==> src/rtl/dmem_arbiter.sv <==
// Two-port arbiter in front of the single-port data memory with registered load responses.
// Optional `DMEM_ARB_RR_EN selects round-robin instead of fixed priority plus starve counter.
module dmem_arbiter #(
  parameter int P_ADDR_WIDTH   = 11,
  parameter int P_DATA_WIDTH   = 32,
  parameter int P_STARVE_LIMIT = 4
) (
  input  logic                    i_clk,
  input  logic                    i_rst_n,
  input  logic                    i_p0_req,
  input  logic                    i_p0_we,
  input  logic [P_ADDR_WIDTH-1:0] i_p0_addr,
  input  logic [1:0]              i_p0_storetype,
  input  logic [P_DATA_WIDTH-1:0] i_p0_wdata,
  output logic                    o_p0_gnt,
  output logic                    o_p0_rvalid,
  output logic [P_DATA_WIDTH-1:0] o_p0_rdata,
  input  logic                    i_p1_req,
  input  logic                    i_p1_we,
  input  logic [P_ADDR_WIDTH-1:0] i_p1_addr,
  input  logic [1:0]              i_p1_storetype,
  input  logic [P_DATA_WIDTH-1:0] i_p1_wdata,
  output logic                    o_p1_gnt,
  output logic                    o_p1_rvalid,
  output logic [P_DATA_WIDTH-1:0] o_p1_rdata,
  output logic                    o_mem_we,
  output logic [P_ADDR_WIDTH-1:0] o_mem_addr,
  output logic [1:0]              o_mem_storetype,
  output logic [P_DATA_WIDTH-1:0] o_mem_wdata,
  input  logic [P_DATA_WIDTH-1:0] i_mem_rdata
);

  logic p1_pick;

`ifdef DMEM_ARB_RR_EN
  // last_gnt: 0 = p0 granted last, 1 = p1 granted last
  logic last_gnt;

  assign p1_pick = i_p1_req & (~i_p0_req | ~last_gnt);

  always_ff @(posedge i_clk or negedge i_rst_n) begin
    if (!i_rst_n) begin
      last_gnt <= 1'b1;
    end else if (o_p0_gnt) begin
      last_gnt <= 1'b0;
    end else if (o_p1_gnt) begin
      last_gnt <= 1'b1;
    end
  end
`else
  localparam int SW = $clog2(P_STARVE_LIMIT + 1);
  localparam logic [SW-1:0] STARVE_MAX = SW'(P_STARVE_LIMIT);

  logic [SW-1:0] starve;

  assign p1_pick = i_p1_req & (~i_p0_req | (starve == STARVE_MAX));

  // Counts consecutive denied p1 cycles; any break in the request or a grant clears it.
  always_ff @(posedge i_clk or negedge i_rst_n) begin
    if (!i_rst_n) begin
      starve <= '0;
    end else if (!i_p1_req || o_p1_gnt) begin
      starve <= '0;
    end else if (starve != STARVE_MAX) begin
      starve <= starve + 1'b1;
    end
  end
`endif

  assign o_p0_gnt = i_rst_n & i_p0_req & ~p1_pick;
  assign o_p1_gnt = i_rst_n & p1_pick;

  always_comb begin
    o_mem_we        = 1'b0;
    o_mem_addr      = '0;
    o_mem_storetype = 2'b00;
    o_mem_wdata     = '0;
    if (o_p0_gnt) begin
      o_mem_we        = i_p0_we;
      o_mem_addr      = i_p0_addr;
      o_mem_storetype = i_p0_storetype;
      o_mem_wdata     = i_p0_wdata;
    end else if (o_p1_gnt) begin
      o_mem_we        = i_p1_we;
      o_mem_addr      = i_p1_addr;
      o_mem_storetype = i_p1_storetype;
      o_mem_wdata     = i_p1_wdata;
    end
  end

  always_ff @(posedge i_clk or negedge i_rst_n) begin
    if (!i_rst_n) begin
      o_p0_rvalid <= 1'b0;
      o_p1_rvalid <= 1'b0;
      o_p0_rdata  <= '0;
      o_p1_rdata  <= '0;
    end else begin
      o_p0_rvalid <= o_p0_gnt & ~i_p0_we;
      o_p1_rvalid <= o_p1_gnt & ~i_p1_we;
      if (o_p0_gnt && !i_p0_we) o_p0_rdata <= i_mem_rdata;
      if (o_p1_gnt && !i_p1_we) o_p1_rdata <= i_mem_rdata;
    end
  end

endmodule
==> config.mk <==
export PLATFORM = sky130hd
export DESIGN_NAME = dmem_arbiter
export DESIGN_NICKNAME = d
export VERILOG_FILES = /design/src/rtl/dmem_arbiter.sv
export SDC_FILE = /design/constraint.sdc
export NUM_CORES = 1
export LEC_CHECK = 0
export BUFFER_PORTS_ARGS = -buffer_cell sky130_fd_sc_hd__buf_2
export CORE_UTILIZATION = 30
export CTS_CLUSTER_DIAMETER = 120
export DETAILED_ROUTE_END_ITERATION = 10
export SLEW_MARGIN = 20
export SYNTH_ARGS = -nofsm -noshare
export SYNTH_HDL_FRONTEND = slang
export SYNTH_SLANG_ARGS = --single-unit
==> constraint.sdc <==
create_clock -name i_clk -period 3.7 [get_ports i_clk]
set_clock_uncertainty 0.05 [all_clocks]
set_input_delay 0.185 -clock i_clk [delete_from_list [all_inputs] [get_ports i_clk]]
set_output_delay 0.185 -clock i_clk [all_outputs]
set_load 0.02 [all_outputs]
Word-level counts from Yosys, hierarchy flattened
Cells that the tools add are included.
{ "classes": {"n_addsub": 1, "bitwise_logic": 11, "mux": 10, "n_reduce_logical": 7, "eq_ne": 2} }
{ "op_table": {"columns": ["cell", "n"], "rows": [
  ["32-bit 2-to-1 mux", 2],
  ["11-bit 2-to-1 mux", 2],
  ["1-bit bitwise AND", 6],
  ["3-bit 2-to-1 mux", 2],
  ["2-bit 2-to-1 mux", 2],
  ["1-bit NOT", 4],
  ["3-bit by 1-bit adder with 3-bit output (second input constant)", 1],
  ["3-bit equality test (second input constant)", 1],
  ["1-bit logical NOT", 3],
  ["3-bit inequality test (second input constant)", 1],
  ["1-bit logical AND", 2],
  ["1-bit 2-to-1 mux", 2],
  ["2-bit nonzero test", 1],
  ["1-bit logical OR", 1],
  ["1-bit bitwise OR", 1]
]} }
{ "totals": {"word_cells": 36, "in_bits": 128, "regBits": 69} }

Longest topological paths before layout
{ "depth": {"ltp_word": 6, "mapped_depth": 6, "depth_no_buf": 5} }

Worst setup path before layout
OpenSTA, ideal clock, no wires.
{ "synth_path": {"path_kind": "flip-flop to flip-flop", "start": "register starve[0]", "end": "register o_p1_rdata[0]", "setup_time_ps": 125, "t_required_ps": 3525, "setup_slack_ps": 1853, "period_less_slack_ps": 1847, "path_stages_with_launch": 7, "arrival_ps": 1673, "cell_sequence": "dfrtp_1 > inv_1 > ha_1 > nand2_2 > a211oi_4 > buf_6 > mux2_2"} }
{ "synth_via": {"elab_chain_cells": 5} }
{ "synth_lines": {"columns": ["item", "line_no", "source"], "rows": [
  ["start: declaration", "54", "logic [SW-1:0] starve;"],
  ["start signal: assignment", "65", "starve <= starve + 1'b1;"],
  ["3-bit equality test", "56", "assign p1_pick = i_p1_req & (~i_p0_req | (starve == STARVE_MAX));"],
  ["1-bit bitwise OR", "56", null],
  ["1-bit bitwise AND", "56", null],
  ["1-bit bitwise AND", "71", "assign o_p1_gnt = i_rst_n & p1_pick;"],
  ["1-bit logical AND", "101", "if (o_p1_gnt && !i_p1_we) o_p1_rdata <= i_mem_rdata;"],
  ["end signal: assignment", "101", null],
  ["end: declaration", "25", "output logic [P_DATA_WIDTH-1:0] o_p1_rdata,"]
]} }
No other way between the ends.
A chain may end at the register's enable or synchronous reset.

Final worst setup path
{ "layout_path": {"start": "register starve[0]", "end": "output o_mem_wdata[31]"} }
{ "layout_via": {"elab_chain_cells": 6, "word_cells_on_any_way": 8, "cone_classes": "eq/ne (1); mux (2); bitwise (5)"} }
{ "layout_lines": {"columns": ["item", "line_no", "source"], "rows": [
  ["3-bit equality test *", "56", null],
  ["1-bit bitwise OR *", "56", null],
  ["1-bit bitwise AND *", "56", null],
  ["1-bit bitwise AND or 1-bit NOT (tied branches)", "71, 70", null],
  ["32-bit 2-to-1 mux or 1-bit bitwise AND (tied branches)", "83, 70", null],
  ["32-bit 2-to-1 mux *", "78", "if (o_p0_gnt) begin"],
  ["end: declaration", "29", "output logic [P_DATA_WIDTH-1:0] o_mem_wdata,"]
]} }
Mark *: on every way between the ends. The rest lies on a longest branch, timed or not.

==> impl_metrics.toml <==
[grt]
antenna_found_initial = 0
grt_pass1_vias = 2663
grt_max_degree = 68
overflow = 0
grt_pass1_wl_um = 14400
track_usage_pct = 17.0

[power]
powerDensity_mw_per_mm2 = 505
ir_drop_mv = 0.267
p_seq_share_pct = 41.3
internal_power_mw = 1.55
switching_share_pct = 34.8
p_clk_share_pct = 25.9
pwr-share-comb_pct = 32.7
p_leak_nw = 2.45
power.switching_mw = 0.829

[sta]
tns_ns = 0
tightest_slew_ns = 0.969
finalCritPeriodShare_pct = 72.7
period_minus_slack_ns = 2.69
finalHoldViolCount = 0
rsz0062_at_grt = "false"
setup_viol = 0
drv_slew = 0
slew_headroom_pct = 35.4
fmax_mhz = 372

[floorplanning]
rows = 36
design.core.area_mm2 = 0.00991
die_y_um = 104
start_util_pct = 31.3
dieWidth_um = 104
die_area_mm2 = 0.0107
ioPinCount = 242

[clocking]
cts_tree = "done"
htreeDepth = 3
clock_latency_ns = 0.33
cts_inserted_buffers = 9
clockRootBuffer = "clkbuf_8"
cts_buffer_depth = 2
cts_sinks = 69
post_cts_buffers = 0
clk_pin_slew_ns = 0.08

[placed_design]
hpwl_um = 7110
dp_cells = 575
gp_congestion = 0.832
io_buffers = 241
placed_cell_area_mm2 = 0.00445

[min_path]
hold_depth = 2
min_path_type = "in -> reg"

[synthesis]
synth_warnings = 0
synth.distinct_cells = 21
synth-seq-area-share_pct = 55.7
synth_area_per_cell_um2 = 14.5
yosysMostFrequentCell = "dfrtp_1"
synth_top_area_share_pct = 55.7
synth_edf_count = 0
synth_area_leaders = "dfrtp_1, mux2_2, a22o_1"
yosys_most_used_dff = "dfrtp_1"
ys_seq_elements = 69
synth_cells = 214
synth_common_cells = "dfrtp_1, mux2_2, a22o_1"
synth.largest_area_cell = "dfrtp_1"
synth_fp_nets = 344
async_reset_ff_share_pct = 100
syn_area_mm2 = 0.00310

[setup_path]
cp-start-kind = "register"
path_max_fanout = 31
worstPathRequired_ns = 3.46
cp-end-kind = "primary output"
r2r_cells = 6
arrival_ns = 2.46
crit_type = "reg -> out"

[drt]
drtIter0Drc = 221
drc = 0
dr.pass1.iters = 4
via_per_inst = 4.70
wl_per_cell_um = 15.8
vias = 2789
ant_nets = 0
routed_wl_um = 9360

[final_layout]
num_antenna_cells = 0
instances_no_fill = 594
area_delta_synth_final_pct = 52.1
post_route_cells_drive_above_1_share_pct = 71.6
final_nets = 586
fin_area_mm2 = 0.00472

[flow_run]
drv_cap = 0

[status]
status = "completed"
-- state kept, by name, summed over array words and instances, names as in the netlist --
name         count
o_p1_rdata      32
o_p0_rdata      32
starve           3
o_p1_rvalid      1
o_p0_rvalid      1
-- metal layers --
layer  wire length (um)  vias up  track usage, %
met1               3680     1347            19.8
li1                   -     1294               -
met2               4790      138            29.8
met5                  0        -               0
met4                 82        0            4.80
met3                797       10            5.73
-- metrics by stage --
step / hold slack (ns) / worst slack (ns) / total power, mW / utilization [%]
2_1_floorplan: -0.161 / 1.85 / 1.45 / -
3_3_place_gp: -0.0386 / 1.16 / 1.77 / 44.9
3_5_place_dp: -0.0412 / 1.09 / 1.78 / 44.9
4_1_cts: 0.0110 / 0.703 / 2.41 / 47.0
5_1_grt: 0.0141 / 0.896 / 2.51 / 47.6
6_report: 0.0323 / 1.01 / 2.38 / 47.6
-- path summary, 6_finish.rpt --
path | slack (ns) | endpoint | startpoint
max | 1.01 | o_mem_wdata[31] | starve[0]$_DFFE_PN0P_
min reg2reg | 0.44 | o_p0_rdata[5]$_DFFE_PN0P_ | o_p0_rdata[5]$_DFFE_PN0P_
max in group asynchronous | 2.39 | o_p0_rdata[28]$_DFFE_PN0P_ | i_rst_n
min | 0.03 | o_p1_rdata[8]$_DFFE_PN0P_ | i_mem_rdata[8]
min in group asynchronous | 0.17 | o_p1_rdata[2]$_DFFE_PN0P_ | i_rst_n
max reg2reg | 1.14 | o_p1_rdata[5]$_DFFE_PN0P_ | starve[0]$_DFFE_PN0P_
-- cell usage in the layout, fill, tap and decap left out, types with 2 or more instances in the layout --
cell type	count
a22o_1	46
buf_12	2
buf_16	2
buf_2	241
clkbuf_8	9
clkinv_2	2
clkinv_4	2
dfrtp_1	69
ha_1	2
inv_1	2
mux2_2	63
nand2_1	3
nor2_1	2
nor3b_1	2
-- power groups by stage --
stage	combinational, mW	clock, mW	sequential, mW
after floorplan	0.253	0	1.19
after global placement	0.775	0	0.995
after detailed placement	0.782	0	0.999
after CTS	0.784	0.641	0.988
after global routing	0.827	0.673	1.01
final	0.780	0.618	0.985
-- worst max-delay path: stages (launching register included) --
cell and delay [ns]:
dfrtp_1 0.41, inv_1 0.07, ha_1 0.30, nand2_2 0.19
a21oi_4 0.56, buf_16 0.25, a22o_1 0.14, buf_2 0.19
-- cells by family after synthesis --
kind of cell,synth area share (%)
flops,55.7
mux,23.6
compound gates,14.5
buf+inv,3.59
simple gates,1.57
fa+ha+maj,0.807
xor+xnor,0.283
-- final cells by class --
| type | instances | area [um2] |
|---|---|---|
| clock inverter | 7 | 73.8 |
| sequential | 69 | 1730 |
| clock buffer | 9 | 124 |
| timing repair buffer | 247 | 1320 |
| multi-input combinational | 127 | 1300 |
| inverter | 2 | 7.51 |
| fill | 916 | 5190 |
| tap | 133 | 166 |
-- timing repair --
action,4_1_cts,5_1_grt
hold buffers,1,0
gates resized for setup,0,0
hold endpoints to repair,2,0
No activity file was read; power rests on OpenSTA's default activity.
